==> src/rtl/bus_sequencer.sv <==
// rtl/bus_sequencer.sv - FETCH/READ_IR/DECODE/EXEC bus control sequencer; SEQ_WAIT_EN adds memory wait states
module bus_sequencer #(
    parameter int WORD_W = 8,
    parameter int OP_W   = 3
) (
    input  logic            clock,
    input  logic            n_reset,
    input  logic [OP_W-1:0] op,
    input  logic            z_flag,
    input  logic            mem_ready,
    output logic            PC_bus,
    output logic            load_PC,
    output logic            INC_PC,
    output logic            load_IR,
    output logic            Addr_bus,
    output logic            load_MAR,
    output logic            MDR_bus,
    output logic            load_MDR,
    output logic            CS,
    output logic            R_NW,
    output logic            ACC_bus,
    output logic            load_ACC,
    output logic [1:0]      alu_op
);

    typedef enum logic [1:0] {FETCH, READ_IR, DECODE, EXEC} state_t;

    localparam logic [OP_W-1:0] OP_LOAD  = OP_W'(0);
    localparam logic [OP_W-1:0] OP_STORE = OP_W'(1);
    localparam logic [OP_W-1:0] OP_ADD   = OP_W'(2);
    localparam logic [OP_W-1:0] OP_SUB   = OP_W'(3);
    localparam logic [OP_W-1:0] OP_BNE   = OP_W'(4);

`ifdef SEQ_WAIT_EN
    localparam bit WAIT_EN = 1'b1;
`else
    localparam bit WAIT_EN = 1'b0;
`endif

    // The opcode must leave at least one operand/address bit in the bus word.
    if (WORD_W <= OP_W) begin : g_width_check
        $error("bus_sequencer: WORD_W must exceed OP_W");
    end

    state_t state;
    state_t state_nxt;
    logic   mem_access;

    always_ff @(posedge clock) begin
        if (!n_reset) begin
            state <= FETCH;
        end else begin
            state <= state_nxt;
        end
    end

    always_comb begin
        PC_bus     = 1'b0;
        load_PC    = 1'b0;
        INC_PC     = 1'b0;
        load_IR    = 1'b0;
        Addr_bus   = 1'b0;
        load_MAR   = 1'b0;
        MDR_bus    = 1'b0;
        load_MDR   = 1'b0;
        CS         = 1'b0;
        R_NW       = 1'b1;
        ACC_bus    = 1'b0;
        load_ACC   = 1'b0;
        alu_op     = 2'b00;
        mem_access = 1'b0;
        state_nxt  = FETCH;

        case (state)
            FETCH: begin
                PC_bus    = 1'b1;
                load_MAR  = 1'b1;
                INC_PC    = 1'b1;
                state_nxt = READ_IR;
            end
            READ_IR: begin
                CS         = 1'b1;
                MDR_bus    = 1'b1;
                load_IR    = 1'b1;
                mem_access = 1'b1;
                state_nxt  = DECODE;
            end
            DECODE: begin
                Addr_bus  = 1'b1;
                load_MAR  = 1'b1;
                state_nxt = EXEC;
            end
            default: begin
                state_nxt = FETCH;
                case (op)
                    OP_LOAD, OP_ADD, OP_SUB: begin
                        CS         = 1'b1;
                        MDR_bus    = 1'b1;
                        load_ACC   = 1'b1;
                        mem_access = 1'b1;
                        alu_op     = (op == OP_ADD) ? 2'b01 :
                                     (op == OP_SUB) ? 2'b10 : 2'b00;
                    end
                    OP_STORE: begin
                        ACC_bus    = 1'b1;
                        load_MDR   = 1'b1;
                        CS         = 1'b1;
                        R_NW       = 1'b0;
                        mem_access = 1'b1;
                    end
                    OP_BNE: begin
                        // Indirect branch: the fetched word is the target address.
                        if (!z_flag) begin
                            CS         = 1'b1;
                            MDR_bus    = 1'b1;
                            load_PC    = 1'b1;
                            mem_access = 1'b1;
                        end
                    end
                    default: ;
                endcase
            end
        endcase

        if (WAIT_EN && mem_access && !mem_ready) begin
            state_nxt = state;
        end

        // Hold every strobe quiet while reset is asserted, whatever the state.
        if (!n_reset) begin
            PC_bus   = 1'b0;
            load_PC  = 1'b0;
            INC_PC   = 1'b0;
            load_IR  = 1'b0;
            Addr_bus = 1'b0;
            load_MAR = 1'b0;
            MDR_bus  = 1'b0;
            load_MDR = 1'b0;
            CS       = 1'b0;
            R_NW     = 1'b1;
            ACC_bus  = 1'b0;
            load_ACC = 1'b0;
            alu_op   = 2'b00;
        end
    end

endmodule

==> config.mk <==
export PLATFORM = sky130hd
export DESIGN_NAME = bus_sequencer
export DESIGN_NICKNAME = d
export VERILOG_FILES = /design/src/rtl/bus_sequencer.sv
export SDC_FILE = /design/constraint.sdc
export NUM_CORES = 1
export LEC_CHECK = 0
export ABC_AREA = 1
export CAP_MARGIN = 0
export CORE_AREA = 2 2 39 41
export DETAILED_ROUTE_END_ITERATION = 7
export DIE_AREA = 0 0 41 43
export GPL_TIMING_DRIVEN = 0
export PLACE_DENSITY = 0.65
export SYNTH_ARGS = -nofsm -noshare
export SYNTH_HDL_FRONTEND = slang
export SYNTH_SLANG_ARGS = --single-unit
==> constraint.sdc <==
create_clock -name clock -period 2.65 [get_ports clock]
set_input_delay 0.3975 -clock clock [delete_from_list [all_inputs] [get_ports clock]]
set_output_delay 0.3975 -clock clock [all_outputs]
set_load 0.005 [all_outputs]
# Yosys cells after proc, flatten, opt, wreduce, memory -nomap -nowiden
# Index checks and enable logic that the tools add are counted.
[totals]
regBits = 2
in_bits = 7
[op_classes]
reduce_logical = 6
eq_ne = 6
n_mux = 33
[ops]
columns = ["operator", "count"]
rows = [
  ["$mux 1", 23],
  ["$mux 2", 5],
  ["$pmux 1 s2", 4],
  ["$eq 3x2->1 const B", 2],
  ["$pmux 2 s3", 1],
  ["$reduce_or 3->1", 2],
  ["$reduce_or 4->1", 1],
  ["$eq 3x1->1 const B", 1],
  ["$eq 3x3->1 const B", 1],
  ["$logic_not 3->1", 1],
  ["$eq 2x1->1 const B", 1],
  ["$eq 2x2->1 const B", 1],
  ["$logic_not 2->1", 1],
  ["$reduce_or 2->1", 1],
]

# Depth between registers and ports, before layout
# Gate-level depths: netlist (run 1).
[logic_depth]
word_depth = 6
ltp_mapped = 6

# Least setup slack after synthesis (run 1)
# No wires, ideal clock.
[synth_path]
kind = "flip-flop to output port"
startpoint = "register state[0]"
endpoint = "output load_MDR"
t_arrival_ns = 1.005
stages_incl_launch_ff = 5
required_ns = 2.253
path_slack_ns = 1.248
cell_sequence = "dfxtp_1 > ha_1 > nand2_2 > nor3_4 > buf_4"
[synth_via]
elab_chain_cells = 4
[synth_rtl]
columns = ["item", "line", "source"]
rows = [
  ["from (decl)", "45", "state_t state;"],
  ["from (signal assigned)", "53", "state <= state_nxt;"],
  ["$eq 2x2->1, or another cell as far along", "n/a", ""],
  ["$reduce_or 3->1 (no source line) *", "n/a", ""],
  ["$mux 1 * (2 in a row)", "n/a", ""],
  ["to (decl)", "18", "output logic load_MDR,"],
]
# Every way passes the cells marked *; elsewhere a longest branch is shown, timed or not.

# Worst setup path in the final report (run 1)
[layout_path]
startpoint = "input n_reset"
endpoint = "output load_MDR"
[layout_via]
elab_chain_cells = 1
[layout_rtl]
columns = ["item", "line", "source"]
rows = [
  ["from (decl)", "7", "input logic n_reset,"],
  ["$mux 1", "130", "if (!n_reset) begin"],
]
# Every way passes these cells.

==> results of run 1 <==
[worst paths after layout]
check	from	endpoint	slack (ns)
min reg2reg	state[1]$_SDFF_PN0_	state[1]$_SDFF_PN0_	0.62
min	state[1]$_SDFF_PN0_	state[1]$_SDFF_PN0_	0.62
max reg2reg	state[0]$_SDFF_PN0_	state[1]$_SDFF_PN0_	1.74
max	n_reset	load_MDR	0.29
[cell type report]
class / count / area (sq um)
buffer: 2 / 15.0
inverter: 13 / 48.8
timing repair buffer: 19 / 190
clock buffer: 3 / 22.5
sequential: 2 / 40.0
tap: 16 / 20.0
fill: 157 / 881
multi-input combinational: 28 / 166
[metal layers]
layer | track usage | part of all wire | vias to the layer above
met4 | 0.0600 | 0 | 0
met1 | 0.0997 | 0.43 | 139
met3 | 0.0105 | 0.051 | 0
met5 | 0 | 0 | -
li1 | - | - | 175
met2 | 0.128 | 0.52 | 9
[cell families after synthesis]
| kind of cell | share of synthesized area |
|---|---|
| DFF | 0.148 |
| adders and majority gates | 0.185 |
| and+or+nand+nor | 0.380 |
| buffers and inverters | 0.236 |
| AOI/OAI and AO/OA | 0.0509 |
[power breakdown]
group | total, mW | switching, mW | internal (mW)
Sequential | 0.0565 | 0.0111 | 0.0454
Combinational | 0.197 | 0.0840 | 0.113
Clock | 0.0656 | 0.0158 | 0.0498
[per-stage QoR]
| step | power [mW] | setup WS [ns] | hold WS, ns | std cells | util |
|---|---|---|---|---|---|
| 2_1_floorplan | 0.152 | 1.25 | 0.491 | 45 | - |
| 3_5_place_dp | 0.257 | 0.278 | 0.622 | 80 | 0.347 |
| 4_1_cts | 0.328 | 0.276 | 0.632 | 83 | 0.363 |
| 5_1_grt | 0.359 | 0.189 | 0.697 | 83 | 0.363 |
| 3_3_place_gp | 0.250 | 0.293 | 0.607 | 80 | 0.347 |
| 6_report | 0.319 | 0.291 | 0.623 | 83 | 0.363 |
[synth_stat cells (all sizes together)]
cell type / count / area (sq um)
a21oi: 2 / 13.8
buf: 2 / 15.0
dfxtp: 2 / 40.0
ha: 4 / 50.1
inv: 13 / 48.8
nand2: 13 / 51.3
nand3: 1 / 5.00
nor2: 4 / 15.0
nor3: 4 / 31.3
[critical path, cell delays in order]
cell	delay, ns
clkdlybuf4s50_1	0.58
nand2_2	0.14
nor3_4	0.22
buf_4	0.14
clkdlybuf4s50_1	0.48
==> impl_metrics.yaml, run 1 <==
timing:
  rsz0062_at_grt: "false"
  drv_slew: 0
  tightestPinTransition_ns: 0.212
  finalCritPeriodShare: 0.890
  min_period_ns: 2.36
  fin_skew_ns: 0.00233
  slew_headroom: 0.858
  fmax_mhz: 424
  hold_viol: 0
  setup_viol: 0
  setup_tns_ns: 0
yosys:
  netlist_area_sq_um: 270
  syn-num-nets: 56
  synth_warnings: 0
  synthDistinctLibCells: 13
  synth.ff_latch_count: 2
  syn_inst: 45
  seq_area_frac_synth: 0.148
  synth.avg_cell_area_sq_um: 6.01
detailed_routing:
  vias: 323
  drc: 0
  ant_nets: 0
  viasPerCell: 3.89
  drt-total-wl_um: 644
  drt_iter0_drc: 4
  avgRoutedWirePerCell_um: 7.76
  dr.pass1.iters: 2
layout:
  synthToLayoutAreaGrowth_pct: 86.1
  finalNetCount: 80
  postLayoutCellArea_sq_um: 503
  largest_reg_flops: 2
  antenna_cells: 0
  drive_gt1_frac: 0.134
  layout_common_cells: "19 x clkdlybuf4s50_1, 12 x inv_1, 12 x nand2_1"
  regMostFlops: "state"
  largestRegisters: "state (2)"
  layout_commonest_cell: "clkdlybuf4s50_1"
clock_network:
  ctsResizeCount: 0
  cts_tree: "built"
  cts.htree.levels: 1
  cts.hold.buffers_added: 0
  cts_setup_buffers: 0
  clk_pin_slew_ns: 0.03
  clockBufferDepth: 2
  cts_root_buffer: "clkbuf_4"
  numCtsBuffers: 3
  clk_latency_ns: 0.22
  cts.sinks: 2
critical_path:
  required_ns: 2.25
  ff2ff_path_depth: 4
  critPathCaptureType: "output port"
  startpoint_type: "input port"
  crit_path_max_fanout: 6
  path_class: "input port to output port"
  crit_arrival_ns: 1.96
global_routing:
  grt_overflow_total: 0
  grt_max_degree: 7
  grt_pass1_vias: 282
  grt.total_usage: 0.0833
  grt_pass1_wl_um: 1030
  antenna_found_initial: 0
power_and_ir_drop:
  cellPowerDensity_nw_per_um2: 635
  leakage_nw: 0.266
  vdd_drop_max_v: 0.000384
floorplanning:
  dieArea_sq_um: 1760
  start_util: 0.195
  rows: 14
  die_h_um: 43
  die_w_um: 41
  core_sq_um: 1380
  io_pins: 21
run:
  drv_cap: 0
placed_design:
  gp_congestion: 0.695
  placed_area_sq_um: 480
  portBuffers: 19
  hpwl_um: 556
min_path:
  hp-class: "flip-flop to flip-flop"
  hold_path_depth: 4
run_status:
  status: "complete, no violations"
Note: power is estimated with default switching activity, not from simulation.
==> run 2: changes to the inputs <==
--- a/config.mk
+++ b/config.mk
@@ -12,6 +12,7 @@
 export DIE_AREA = 0 0 41 43
 export GPL_TIMING_DRIVEN = 0
 export PLACE_DENSITY = 0.65
+export SLEW_MARGIN = 0
 export SYNTH_ARGS = -nofsm -noshare
 export SYNTH_HDL_FRONTEND = slang
 export SYNTH_SLANG_ARGS = --single-unit
==> results of run 2 <==
Same layout as run 1: the final DEF is identical, and so are final timing and power.
